==> config.mk <==
export PLATFORM = sky130hd
export DESIGN_NAME = gcd_dispatch
export DESIGN_NICKNAME = d
export VERILOG_FILES = /design/src/rtl/gcd_dispatch.sv
export SDC_FILE = /design/constraint.sdc
export NUM_CORES = 1
export LEC_CHECK = 0
export BUFFER_PORTS_ARGS = -buffer_cell sky130_fd_sc_hd__buf_2
export CORE_MARGIN = 4
export CORE_UTILIZATION = 50
export DETAILED_ROUTE_END_ITERATION = 6
export PLACE_DENSITY = 0.83
export SYNTH_ARGS = -nofsm -noshare
export SYNTH_HDL_FRONTEND = slang
export SYNTH_SLANG_ARGS = --single-unit
==> constraint.sdc <==
create_clock -name clk -period 2.6 [get_ports clk]
set_input_delay 0.13 -clock clk [delete_from_list [all_inputs] [get_ports clk]]
set_output_delay 0.13 -clock clk [all_outputs]
set_load 0.02 [all_outputs]
==> src/rtl/gcd_dispatch.sv <==
// gcd_dispatch: buffers operand pairs in a small circular FIFO and feeds them,
// one at a time, to an external GCD engine. The engine result is held on the
// downstream port, together with the operands that produced it, until accepted.
//
// state | meaning
// IDLE  | no operation in flight; pops the FIFO head when one is present
// ISSUE | operands loaded; eng_start is high for this cycle only
// WAIT  | engine busy; waiting for eng_done
// HOLD  | result presented (out_valid = 1) until out_ready
module gcd_dispatch #(
  parameter int nbits = 32,
  parameter int depth = 4   // power of 2, at least 2
) (
  input  logic                   clk,
  input  logic                   reset_n,
  input  logic                   in_valid,
  output logic                   in_ready,
  input  logic [nbits-1:0]       in_a,
  input  logic [nbits-1:0]       in_b,
  output logic [nbits-1:0]       eng_a,
  output logic [nbits-1:0]       eng_b,
  output logic                   eng_start,
  input  logic [nbits-1:0]       eng_result,
  input  logic                   eng_done,
  output logic                   out_valid,
  input  logic                   out_ready,
  output logic [nbits-1:0]       out_result,
  output logic [nbits-1:0]       out_a,
  output logic [nbits-1:0]       out_b,
  output logic [$clog2(depth):0] level
);

  localparam int PW = $clog2(depth);
  localparam int LW = PW + 1;
  localparam logic [LW-1:0] FULL = LW'(depth);

  typedef enum logic [1:0] {IDLE, ISSUE, WAIT, HOLD} state_t;

  state_t           r_state;
  logic [nbits-1:0] r_mem_a [depth];
  logic [nbits-1:0] r_mem_b [depth];
  logic [PW-1:0]    r_wr_ptr;
  logic [PW-1:0]    r_rd_ptr;
  logic [LW-1:0]    r_level;
  logic [nbits-1:0] r_op_a;
  logic [nbits-1:0] r_op_b;
  logic [nbits-1:0] r_out_result;
  logic             r_eng_start;
  logic             r_out_valid;

  logic             w_push;
  logic             w_pop;

  // in_ready depends only on the registered level, never on in_valid
  assign in_ready = (r_level != FULL);
  assign w_push   = in_valid && in_ready;
  // the FSM is the only consumer and only pops from IDLE with data present
  assign w_pop    = (r_state == IDLE) && (r_level != '0);

  // FIFO storage; contents need no reset because level gates every read
  always_ff @(posedge clk) begin
    if (w_push) begin
      r_mem_a[r_wr_ptr] <= in_a;
      r_mem_b[r_wr_ptr] <= in_b;
    end
  end

  // FIFO pointers and occupancy; power-of-2 depth makes pointer wrap free
  always_ff @(posedge clk or negedge reset_n) begin
    if (!reset_n) begin
      r_wr_ptr <= '0;
      r_rd_ptr <= '0;
      r_level  <= '0;
    end else begin
      if (w_push) r_wr_ptr <= r_wr_ptr + PW'(1);
      if (w_pop)  r_rd_ptr <= r_rd_ptr + PW'(1);
      case ({w_push, w_pop})
        2'b10:   r_level <= r_level + LW'(1);
        2'b01:   r_level <= r_level - LW'(1);
        default: r_level <= r_level;
      endcase
    end
  end

  // dispatch FSM with registered engine and downstream outputs
  always_ff @(posedge clk or negedge reset_n) begin
    if (!reset_n) begin
      r_state      <= IDLE;
      r_op_a       <= '0;
      r_op_b       <= '0;
      r_out_result <= '0;
      r_eng_start  <= 1'b0;
      r_out_valid  <= 1'b0;
    end else begin
      r_eng_start <= 1'b0;
      case (r_state)
        IDLE: begin
          if (w_pop) begin
            r_op_a      <= r_mem_a[r_rd_ptr];
            r_op_b      <= r_mem_b[r_rd_ptr];
            r_eng_start <= 1'b1;
            r_state     <= ISSUE;
          end
        end
        ISSUE: begin
          r_state <= WAIT;
        end
        WAIT: begin
          // eng_done is only meaningful here; elsewhere it is ignored
          if (eng_done) begin
            r_out_result <= eng_result;
            r_out_valid  <= 1'b1;
            r_state      <= HOLD;
          end
        end
        HOLD: begin
          // going back through IDLE guarantees two cycles between
          // eng_done and the next eng_start
          if (out_ready) begin
            r_out_valid <= 1'b0;
            r_state     <= IDLE;
          end
        end
        default: begin
          r_state <= IDLE;
        end
      endcase
    end
  end

  assign eng_a      = r_op_a;
  assign eng_b      = r_op_b;
  assign eng_start  = r_eng_start;
  assign out_valid  = r_out_valid;
  assign out_result = r_out_result;
  assign out_a      = r_op_a;
  assign out_b      = r_op_b;
  assign level      = r_level;

endmodule

# ---- Word level (Yosys, flattened, before mapping)
# Memory sizes are Yosys's and may differ from the RTL's. A register that Yosys moved wholly into a read port is not among the register bits.
# Index checks and enable logic that the tools add are counted.
dict set report totals {
  register_bits 43
  ram_bits 256
  in_bits 101
  out_inout_bits 166
  wordCells 46
  memories 2
}
# memory words width read_ports rd_ports_with_merged_regs wr line_no
set mem_list {}
lappend mem_list {r_mem_a 4 32 1 1 1 40} ;# logic [nbits-1:0] r_mem_a [depth];
lappend mem_list {r_mem_b 4 32 1 1 1 41} ;# logic [nbits-1:0] r_mem_b [depth];
dict set report op_classes {
  addsub 4
  eq_ne 9
  mux 12
  reduce_logical 12
}
# op n
set ops {}
lappend ops {{2-bit one-hot mux with 4 select lines} 1}
lappend ops {{2-bit == test, second input constant} 3}
lappend ops {{1-bit 2-to-1 mux} 6}
lappend ops {{2-bit 2-to-1 mux} 3}
lappend ops {{2-bit inequality test, second input constant} 3}
lappend ops {{3-bit one-hot mux with 2 select lines} 1}
lappend ops {{3-bit AND reduction} 2}
lappend ops {{2-bit by 1-bit adder with 2-bit output, second input constant} 2}
lappend ops {{2-bit by 1-bit == test with 1-bit output, second input constant} 2}
lappend ops {{2-bit AND reduction} 2}
lappend ops {{2-bit nonzero test} 2}
lappend ops {{3-bit by 1-bit adder with 3-bit output, second input constant} 1}
lappend ops {{3-bit inequality test, second input constant} 1}
lappend ops {{3-bit nonzero test} 1}
lappend ops {{3-bit by 1-bit subtractor with 3-bit output, second input constant} 1}
lappend ops {{1-bit logical AND} 2}
lappend ops {{1-bit zero test} 2}
lappend ops {{2-bit zero test} 1}
lappend ops {{1-bit one-hot mux with 2 select lines} 1}

# ---- Logic depth before layout (Yosys ltp)
# Gate-level depths: netlist of the first run.
dict set report logic_depth {
  ltp_word 4
  ltp_mapped 10
  ltp_nobuf 9
}

# ---- Worst setup path before layout of the first run
# OpenSTA, ideal clock, no wires.
dict set report synth_path {
  path_type {reg-to-reg}
  start {reg r_level[2] (netlist: level[2])}
  end {mem r_mem_a[0][0] (enable)}
  setup_time_ps 429
  t_arrival_ps 2380
  t_required_ps 2171
  path_slack_ps -209
  path_stages_with_launch 3
  cell_sequence {dfrtp_1 > or3b_4 > and3_1}
}
dict set report synth_via {
  elab_chain_len 4
}
# element line_no
set synth_rtl {}
lappend synth_rtl {{from (decl)} 44} ;# logic [LW-1:0] r_level;
lappend synth_rtl {{from (signal assigned)} 78} ;# 2'b10: r_level <= r_level + LW'(1);
lappend synth_rtl {{from (signal assigned)} 79} ;# 2'b01: r_level <= r_level - LW'(1);
lappend synth_rtl {{from (signal assigned)} 80} ;# default: r_level <= r_level;
lappend synth_rtl {{3-bit inequality test} 55} ;# assign in_ready = (r_level != FULL);
lappend synth_rtl {{net in_ready} 17} ;# output logic in_ready,
lappend synth_rtl {{1-bit logical AND} 56} ;# assign w_push = in_valid && in_ready;
lappend synth_rtl {{1-bit 2-to-1 mux} 62} ;# if (w_push) begin
lappend synth_rtl {{1-bit 2-to-1 mux (not written as such)} 63} ;# r_mem_a[r_wr_ptr] <= in_a;
lappend synth_rtl {{to (decl)} 40}
# The timed path passes the listed nets, and every way through them passes these cells.

# ---- Worst setup path after layout of the first run
dict set report layout_path {
  start {reg r_level[0] (netlist: level[0])}
  end {reg r_level[1] (netlist: level[1])}
}
dict set report layout_via {
  elab_chain_len 4
  word_cells_on_any_way 10
  cone_classes {add/sub (2); eq/ne (3); mux (1); reduce/logical (4)}
}
# element line_no
set layout_rtl {}
lappend layout_rtl {{3-bit inequality test / 3-bit nonzero test (equally long branches)} {55, 58}}
lappend layout_rtl {{1-bit logical AND, on equally long branches} {56, 58}}
lappend layout_rtl {{2-bit by 1-bit == test with 1-bit output / 2-bit == test (equally long branches)} 77} ;# case ({w_push, w_pop})
lappend layout_rtl {{3-bit one-hot mux with 2 select lines / 2-bit nonzero test (equally long branches)} -}
# Several ways; a longest one is shown, not always the timed one.
# A chain may end at the register's enable or synchronous reset.

==> reports/qor.yml, run 1 <==
timing:
  max_slew.worst_pin.slew_ns: 0.813
  setup_slack_ns: 0.389
  tns_ns: 0
  finalSetupViolCount: 0
  drv_slew: 0
  skew_ns: 0.0173
  period_needed_ns: 2.21
  clock.fmax_ghz: 0.452
  rsz0062_at_grt: "false"
  finalHoldViolations: 0
  whs_ns: 0.0665
  max_slew_margin: 0.458
  post-route-period-util: 0.850
synthesis:
  yosysWarningCount: 0
  yosys.cell_types.count: 27
  ys_ff_latch: 363
  synth_area_per_cell_um2: 17.6
  syn-cell-area_mm2: 0.0139
  synth_cells: 791
  syn_nets: 902
  seq_area_frac_synth: 0.744
placement:
  place_hpwl_um: 18000
  gp_congestion: 0.697
  place_ws_ns: 0.425
  port_buffers: 266
floorplanning:
  die-area_mm2: 0.0306
  die_x_um: 175
  die_h_um: 175
  core_area_mm2: 0.0272
  initial_utilization: 0.512
  io_pins: 267
  rows: 60
clock_network:
  cts_buffers: 37
  cts.sinks: 363
  cts_root_buf: "clkbuf_16"
  cts_tree: "built"
  htreeDepth: 2
  clkTransAtPathRegs_ns: 0.06
  clockBufferDepth: 3
  clk_latency_ns: 0.51
  cts_setup_buffers: 0
  cts_resized: 0
finish:
  synthToLayoutAreaGrowth_pct: 26.1
  drive_above_1_share: 0.394
  nNetsFinal: 1230
  n_antenna_cell: 0
hold_path:
  holdCritPathClass: "in2reg"
worst_setup_path:
  critical_path_required_ns: 2.98
  critPathMaxFanout: 6
  path_cells: "or3b_4, and2_4, inv_1, ha_1, fa_1, mux2_2"
  cp-end-kind: "flop"
  startpoint_type: "flop"
  slowest_stage: "dfrtp_1"
  worst-path-buf-inv: 1
  critical_path_arrival_ns: 2.59
  critPathMaxStageDelay_ns: 0.47
  cpLargestDelayFamily: "simple AND/OR/NAND/NOR gates"
  critical_path_class: "reg2reg"
detailed_routing:
  drt_iter0_markers: 414
  dr.pass1.iters: 4
  viasPerCell: 5.07
  wl_per_cell_um: 19.8
  ant_nets: 0
  wirelength_um: 30100
  drc: 0
  route.vias.total: 7706
run_status:
  run_status: "finished clean"
power:
  p_leak_nw: 7.22
  power_mw: 21.9
  powerDensity_mw_per_mm2: 1250
  vdd_drop_max_mv: 0.803
global_routing:
  grt_antenna_before_repair: 1
  grt_max_degree: 67
  grt_usage: 0.199
  grt_pass1_wl_um: 47600
  grt_overflow_total: 0
  grt_pass1_vias: 8340
job:
  max_cap_viol_count: 0
path summary, 6_finish.rpt:
kind | startpoint | end | slack, ns | cells after the start
max | level[0]$_DFFE_PN0P_ | level[1]$_DFFE_PN0P_ | 0.39 | 6
min | in_valid | r_wr_ptr[0]$_DFFE_PN0P_ | 0.07 | 3
max reg2reg | level[0]$_DFFE_PN0P_ | level[1]$_DFFE_PN0P_ | 0.39 | 6
min reg2reg | eng_b[14]$_DFFE_PN0P_ | eng_b[14]$_DFFE_PN0P_ | 0.49 | 2
max in group asynchronous | reset_n | out_result[6]$_DFFE_PN0P_ | 1.62 | 3
min in group asynchronous | reset_n | eng_b[15]$_DFFE_PN0P_ | 0.27 | 2
Yosys cell counts, drive strengths merged:
master	count	area [um^2]
o21ai	1	5.00
buf	91	652
a222oi	1	10.0
ha	9	113
nor2	2	7.51
nand2b	1	6.26
mux4	64	1440
dfrtp	107	2680
fa	1	20.0
a22o	1	8.76
edfxtp	256	7690
nor3	1	5.00
inv	8	30.0
xnor2	5	43.8
nand2	195	732
and3	4	25.0
mux2	35	398
xor2	1	8.76
clkbuf	4	15.0
and2	1	8.76
or3b	1	11.3
o31ai	1	7.51
mux2i	1	10.0
layer usage:
layer  vias to the layer above  routed length (um)  track usage
met5                         -                  13            0
met4                         2                 506       0.0455
met3                        44                2130       0.0446
met2                       307               15500        0.347
met1                      3861               12000        0.258
li1                       3492                   -            -
worst register-to-register path, stage by stage, from the launching register on:
cell and delay (ns):
dfrtp_1 0.47, or3b_4 0.47, and2_4 0.19, inv_1 0.05, ha_1 0.20, fa_1 0.43
mux2_2 0.27
layout by cell type, fill, tap and decap left out, types with 2 or more instances in the layout:
cell type	instances
and3_4	4
dlygate4sd3_1	98
ha_1	9
clkinv_1	3
mux2_2	33
clkbuf_8	2
clkbuf_1	7
mux4_2	64
inv_1	7
xnor2_1	5
clkinv_2	10
nand2_1	195
dfrtp_1	105
edfxtp_1	256
clkbuf_16	40
bufinv_16	4
buf_4	15
buf_2	265
buf_12	6
nor2_1	2
dfrtp_4	2
report_power, final:
group / switching, mW / internal, mW
sequential: 0.856 / 7.97
clock: 2.10 / 3.27
combinational: 4.71 / 3.03
total: 7.66 / 14.3
registers in the layout, indices dropped and copies added, names as in the netlist:
register	flops
r_mem_a	128
r_wr_ptr	2
r_rd_ptr	2
r_mem_b	128
level	3
out_valid	1
eng_a	32
eng_start	1
r_state	2
eng_b	32
out_result	32
cell families (layout without fill, tap and decap cells):
| group | after synthesis | in the layout | share of synthesized area |
|---|---|---|---|
| adders and majority gates | 10 | 10 | 0.00953 |
| buffers and inverters | 103 | 460 | 0.0501 |
| muxes | 100 | 100 | 0.133 |
| DFF | 363 | 363 | 0.744 |
| xor gates and xnor gates | 6 | 6 | 0.00377 |
| AOI/OAI and AO/OA | 4 | 4 | 0.00225 |
| and+or+nand+nor | 205 | 205 | 0.0572 |
per-stage QoR:
| step | utilization | cells | cell area (um^2) |
|---|---|---|---|
| detailed placement | 0.564 | 1354 | 15300 |
| floorplan | - | 791 | 13900 |
| global route | 0.646 | 1520 | 17600 |
| CTS | 0.646 | 1520 | 17600 |
| finish | 0.646 | 1520 | 17600 |
| global placement | 0.564 | 1354 | 15300 |
timing repair:
action                     4_1_cts  5_1_grt
hold buffers                    98        0
hold endpoints to repair       339        0
setup endpoints to repair        0        0
cell type report:
| class | instances | area, um^2 |
|---|---|---|
| Inverter | 8 | 30.0 |
| Fill cell | 1852 | 9610 |
| Multi-Input combinational cell | 325 | 2900 |
| Sequential cell | 363 | 10400 |
| Tap cell | 372 | 465 |
| Timing Repair Buffer | 384 | 2540 |
| Clock inverter | 19 | 206 |
| Clock buffer | 49 | 1050 |
(Power assumes the default switching activity.)
==> inputs of run 2 (changes only) <==
--- a/config.mk
+++ b/config.mk
@@ -6,8 +6,10 @@
 export NUM_CORES = 1
 export LEC_CHECK = 0
 export BUFFER_PORTS_ARGS = -buffer_cell sky130_fd_sc_hd__buf_2
+export CELL_PAD_IN_SITES_DETAIL_PLACEMENT = 0
+export CELL_PAD_IN_SITES_GLOBAL_PLACEMENT = 1
 export CORE_MARGIN = 4
-export CORE_UTILIZATION = 50
+export CORE_UTILIZATION = 42
 export DETAILED_ROUTE_END_ITERATION = 6
 export PLACE_DENSITY = 0.83
 export SYNTH_ARGS = -nofsm -noshare
==> run 2 against run 1 <==
  * Fmax up 0.22%
  * Non-clock buffer count down 8
  * Register-to-register slack about the same
  * Cell area down 0.23%
  * Critical path type unchanged
  * Critical endpoint unchanged
  * Largest power group unchanged
==> reports/qor.yml, run 2 (synthesis gave the netlist of run 1 again) <==
detailed_routing:
  dr.pass1.iters: 4
  wl_met2_um: 14200
  route.vias.total: 7564
  dr_wl_met3_um: 1990
  wl_per_cell_um: 18.0
  drt-met1-wl_um: 11900
  dr.max_layer_used: "met4"
  viasPerCell: 4.78
  drc: 0
  drt_iter0_markers: 374
  wirelength_um: 28600
  ant_nets: 0
hold_path:
  holdPathStages: 3
  holdCritPathClass: "in2reg"
worst_setup_path:
  critical_path_required_ns: 2.99
  critical_path_arrival_ns: 2.60
  critical_path_class: "reg2reg"
  critPathMaxFanout: 6
  cp-end-kind: "flop"
  startpoint_type: "flop"
  reg2reg_depth: 6
timing:
  clock.fmax_ghz: 0.453
  skew_ns: 0.0148
  post-route-period-util: 0.849
  period_needed_ns: 2.21
  finalSetupViolCount: 0
  setup_slack_ns: 0.394
  max_slew.worst_pin.slew_ns: 1.06
  max_slew_margin: 0.292
  finalHoldViolations: 0
  rsz0062_at_grt: "false"
  drv_slew: 0
  tns_ns: 0
floorplanning:
  die_h_um: 190
  initial_utilization: 0.427
  die_x_um: 190
  die-area_mm2: 0.0361
  core_area_mm2: 0.0326
  rows: 66
  io_pins: 267
power:
  power_frac_seq: 0.413
  pwr-share-clk: 0.240
  p_leak_nw: 7.14
  powerDensity_mw_per_mm2: 1230
  p_comb_frac: 0.346
  vdd_drop_max_mv: 0.916
  p_switching_mw: 7.50
  sw_frac_of_total: 0.348
  p_int_mw: 14.1
global_routing:
  grt_pass1_wl_um: 44600
  grt_antenna_before_repair: 1
  grt_overflow_total: 0
  grt_max_degree: 67
  grt_pass1_vias: 8085
  grt_usage: 0.156
finish:
  utilization: 0.537
  layout.cells.most_common: "buf_2"
  ff_latch_area_mm2: 0.0104
  layout_common_cells: "buf_2, edfxtp_1, nand2_1, dfrtp_1, dlygate4sd3_1"
  multi_input_area_mm2: 0.00290
  synthToLayoutAreaGrowth_pct: 25.9
  drive_above_1_share: 0.387
  instances_no_fill: 1582
  nFillCells: 2604
  nNetsFinal: 1222
  largest_registers: "r_mem_a (128), r_mem_b (128)"
clock_network:
  clkTransAtPathRegs_ns: 0.06
  htreeDepth: 2
  clk_latency_ns: 0.51
  cts_root_buf: "clkbuf_16"
  cts_buffers: 37
  cts.sinks: 363
  clockBufferDepth: 3
  cts_setup_buffers: 0
  cts_tree: "built"
placement:
  place_ws_ns: 0.406
  place_hpwl_um: 16500
  gp_congestion: 0.708
  place_inst: 1416
  port_buffers: 266
job:
  max_cap_viol_count: 0
run_status:
  run_status: "finished clean"
## run 2: changes by cell type in the layout (fill, tap and decap cells not counted), moves of 2 or more
| cell | delta |
|---|---|
| buf_4 | -7 |
| clkbuf_8 | +3 |
| bufinv_16 | -2 |
| clkinv_2 | -4 |
| clkinv_1 | +2 |
## run 2: metal layers
metal | up-vias | GRT usage
met2 | 264 | 0.272
met1 | 3786 | 0.204
met4 | 0 | 0.0328
met5 | - | 0
met3 | 41 | 0.0339
li1 | 3473 | -
## run 2: final timing paths
check,from,to,slack [ns]
hold / removal,in_valid,r_wr_ptr[0]$_DFFE_PN0P_,0.05
min in group asynchronous,reset_n,eng_b[13]$_DFFE_PN0P_,0.24
hold reg to reg,eng_b[21]$_DFFE_PN0P_,eng_b[21]$_DFFE_PN0P_,0.49
max in group asynchronous,reset_n,eng_a[9]$_DFFE_PN0P_,1.59
setup reg to reg,level[0]$_DFFE_PN0P_,level[1]$_DFFE_PN0P_,0.39
setup / recovery,level[0]$_DFFE_PN0P_,level[1]$_DFFE_PN0P_,0.39
## run 2: power groups by stage
stage                     combinational, mW  clock, mW  sequential, mW
after detailed placement               7.47          0            9.05
after global placement                 7.38          0            8.95
after global routing                   8.15       5.58            9.13
after floorplan                        4.88          0            9.64
final                                  7.47       5.18            8.92
after CTS                              7.61       5.32            8.95
## run 2: worst max-delay path, cell delays in order, from the launching register on
cell and delay, ns:
dfrtp_1 0.48, or3b_4 0.48, and2_4 0.19, inv_1 0.06
ha_1 0.19, fa_1 0.42, mux2_2 0.26
## run 2: repair_timing
item,CTS,global route
endpoints found under the hold margin,336,0
resized for setup,0,0
hold buffers,98,0
## run 2: through the flow
step	power, mW	hold WS, ns	area (um^2)
2_1_floorplan	14.5	-0.166	13900
3_3_place_gp	16.3	0.225	15300
3_5_place_dp	16.5	0.228	15300
4_1_cts	21.9	0.00868	17500
5_1_grt	22.9	0.0234	17500
6_report	21.6	0.0459	17500
## run 2: final cells by class
class,instances,area share
Timing Repair Buffer,376,0.141
Clock inverter,16,0.00750
Tap cell,442,0.0316
Clock buffer,51,0.0611
Multi-Input combinational cell,325,0.165
Antenna cell,1,0.000143
Inverter,8,0.00171
Sequential cell,363,0.592
==> inputs of run 3 (changes only) <==
--- a/config.mk
+++ b/config.mk
@@ -5,11 +5,12 @@
 export SDC_FILE = /design/constraint.sdc
 export NUM_CORES = 1
 export LEC_CHECK = 0
+export ABC_AREA = 1
 export BUFFER_PORTS_ARGS = -buffer_cell sky130_fd_sc_hd__buf_2
 export CELL_PAD_IN_SITES_DETAIL_PLACEMENT = 0
 export CELL_PAD_IN_SITES_GLOBAL_PLACEMENT = 1
 export CORE_MARGIN = 4
-export CORE_UTILIZATION = 42
+export CORE_UTILIZATION = 39
 export DETAILED_ROUTE_END_ITERATION = 6
 export PLACE_DENSITY = 0.83
 export SYNTH_ARGS = -nofsm -noshare
==> constraint.sdc (replaced) <==
create_clock -name clk -period 1.8 [get_ports clk]
set_input_delay 0.09 -clock clk [delete_from_list [all_inputs] [get_ports clk]]
set_output_delay 0.09 -clock clk [all_outputs]
set_load 0.02 [all_outputs]
==> run 3 against run 2 <==
  * Wire length grew 26%
  * Register-to-register slack worse by 0.33 ns
  * Cell area rose by 11%
  * Die area up 19%
  * Clock power up 53%
  * Fmax is 27% higher
  * Sequential share of layout area shrank 6.0 points
  * Synthesized cell count rose by 96%
  * Combinational power increased by 81%
  * Synthesized area rose by 11%
  * Non-clock buffer count increased by 21
  * Critical endpoint is now level[2]$_DFFE_PN0P_
  * Largest cell class unchanged
==> reports/qor.yml, run 3 <==
worst_setup_path:
  cp-end-kind: "flop"
  critPathMaxFanout: 3
  r2r_setup_slack_ns: 0.06
  r2r-end: "level[2]$_DFFE_PN0P_"
  critical_path_required_ns: 2.26
  critical_path_class: "reg2reg"
  critical_path_arrival_ns: 2.20
  startpoint_type: "flop"
  reg2reg_depth: 10
  r2r-start: "level[1]$_DFFE_PN0P_"
power:
  p_leak_nw: 9.57
  vdd_drop_max_mv: 1.21
  powerDensity_mw_per_mm2: 1740
clock_network:
  cts.sinks: 363
  cts_root_buf: "clkbuf_16"
  cts_buffers: 40
  cts_tree: "built"
  clk_latency_ns: 0.54
  clockBufferDepth: 3
  clkTransAtPathRegs_ns: 0.06
  htreeDepth: 2
synthesis:
  synth_edf_count: 256
  synth_cells: 1551
  synth_area_per_cell_um2: 9.97
  synthXorXnorAreaFrac: 0.00283
  ys_top_cells_by_count: "nand2_1, inv_1, edfxtp_1"
  synthMostInstantiatedCell: "nand2_1"
  syn-cell-area_mm2: 0.0155
  async_flop_share: 0.295
  synthTopCellsByArea: "edfxtp_1, dfrtp_1, nand2_1"
  yosys.area.top_type: "edfxtp_1"
  synth_top_area_frac: 0.497
  synth_top_family_by_area: "simple AND/OR/NAND/NOR gates"
  synth_compound_area_frac: 0.000647
  synth_ff_type: "edfxtp_1"
  seq_area_frac_synth: 0.670
  synth_fa_ha_area_frac: 0.00857
  synth_simple_gate_area_frac: 0.198
  ys_ff_latch: 363
  yosys.cell_types.count: 20
  syn_nets: 1662
  yosysWarningCount: 0
  synth.area.mux_share: 0
floorplanning:
  die_h_um: 207
  die-area_mm2: 0.0429
  core_area_mm2: 0.0389
  io_pins: 267
  rows: 72
  initial_utilization: 0.398
  die_x_um: 207
timing:
  max_slew_margin: 0.592
  finalSetupViolCount: 0
  post-route-period-util: 0.965
  drv_slew: 0
  skew_ns: 0.00980
  max_slew.worst_pin.slew_ns: 0.612
  finalHoldViolations: 0
  clock.fmax_ghz: 0.576
  tns_ns: 0
  period_needed_ns: 1.74
finish:
  n_antenna_cell: 0
  nFillCells: 3525
  synthToLayoutAreaGrowth_pct: 26.0
  nNetsFinal: 1977
  largest_registers: "r_mem_a (128), r_mem_b (128)"
  layout_common_cells: "nand2_1, inv_1, buf_2, edfxtp_1, nand3_1"
  ff_latch_area_mm2: 0.0104
  multi_input_area_mm2: 0.00334
  design_area_mm2: 0.0195
  layout.cells.most_common: "nand2_1"
  drive_above_1_share: 0.200
run_status:
  run_status: "finished clean"
detailed_routing:
  dr.pass1.iters: 5
  viasPerCell: 4.41
  wl_per_cell_um: 15.0
  wirelength_um: 36100
  drt_iter0_markers: 486
  drc: 0
  route.vias.total: 10600
  ant_nets: 0
global_routing:
  grt_usage: 0.166
  grt_max_degree: 72
  grt_pass1_wl_um: 57300
  grt_overflow_total: 0
  grt_antenna_before_repair: 2
  grt_pass1_vias: 10500
placement:
  gp_congestion: 0.718
  dpl-instance-area_mm2: 0.0172
  port_buffers: 266
  place_hpwl_um: 21000
hold_path:
  holdCritPathClass: "in2async"
job:
  max_cap_viol_count: 0
-- run 3: cell count changes in the layout (fill, tap and decap cells not counted), moves of 13 or more --
cell / previous run / this run
buf_12: 5 / 18
inv_1: 7 / 270
mux2_2: 33 / 0
mux4_2: 64 / 0
nand2_1: 195 / 626
nand3_1: 0 / 133
-- run 3: kinds of logic (layout without fill, tap and decap cells) --
logic type | after synthesis | in the layout
compound gates | 2 | 2
xor+xnor | 5 | 5
fa+ha+maj | 10 | 10
buf+inv | 400 | 744
flops | 363 | 363
simple gates | 771 | 771
-- run 3: metal layers --
metal | vias to the layer above | track usage | share of wire | wire length [um]
met3 | 58 | 0.0418 | 0.056 | 2040
met4 | 4 | 0.0442 | 0.021 | 747
met5 | - | 0 | 0.00075 | 27
met1 | 4963 | 0.206 | 0.42 | 15100
met2 | 257 | 0.291 | 0.50 | 18200
li1 | 5350 | - | - | -
-- run 3: power breakdown --
| part | switching (mW) | internal [mW] |
|---|---|---|
| registers | 1.04 | 11.5 |
| clock network | 3.15 | 4.76 |
| logic | 9.16 | 4.32 |
| total | 13.3 | 20.6 |
-- run 3: repair_timing --
action	CTS	global route
resized for setup	2	7
hold endpoints to repair	400	0
cloned	0	1
pin swaps	1	1
hold buffers	101	0
setup endpoints to repair	4	99
buffers inserted	0	1
-- run 3: worst max-delay path by stage --
stage / startpoint / to / slack, ns / cells past startpoint
6_report: level[1]$_DFFE_PN0P_ / level[2]$_DFFE_PN0P_ / 0.06 / 10
5_1_grt: level[1]$_DFFE_PN0P_ / level[2]$_DFFE_PN0P_ / -0.03 / 10
4_1_cts: level[0]$_DFFE_PN0P_ / level[2]$_DFFE_PN0P_ / 0.0002 / 9
3_5_place_dp: r_state[0]$_DFFE_PN0P_ / level[2]$_DFFE_PN0P_ / -0.01 / 9
3_3_place_gp: r_state[0]$_DFFE_PN0P_ / level[2]$_DFFE_PN0P_ / 0.04 / 9
2_1_floorplan: level[1]$_DFFE_PN0P_ / r_mem_a[0][0]$_DFFE_PP_ / -0.33 / 4
-- run 3: critical path, cell delays in order, from the launching register on --
cell and delay, ns:
dfrtp_2 0.43, nor2_4 0.16, nand2_2 0.08, nand2_4 0.07, inv_2 0.06, ha_4 0.16
fa_2 0.34, inv_1 0.07, nand2_1 0.06, nand3_1 0.08, xor2_1 0.15
-- run 3: stage by stage --
| step | std cells | power [mW] | utilization | setup slack (ns) | hold slack, ns |
|---|---|---|---|---|---|
| floorplan | 1551 | 22.3 | - | -0.333 | -0.206 |
| detailed placement | 2239 | 26.1 | 0.441 | -0.0128 | 0.0554 |
| global placement | 2239 | 25.8 | 0.441 | 0.0377 | 0.0604 |
| CTS | 2411 | 34.4 | 0.500 | 0.000189 | 0.00648 |
| global route | 2413 | 36.4 | 0.501 | -0.0337 | 0.0443 |
| finish | 2413 | 33.9 | 0.501 | 0.0625 | 0.0261 |
-- run 3: cell type report --
class / count / area share
multi-input combinational: 788 / 0.171
clock buffer: 60 / 0.0599
inverter: 275 / 0.0533
clock inverter: 11 / 0.00584
timing repair buffer: 397 / 0.144
tap: 518 / 0.0333
sequential: 363 / 0.532
timing repair inverter: 1 / 0.000385
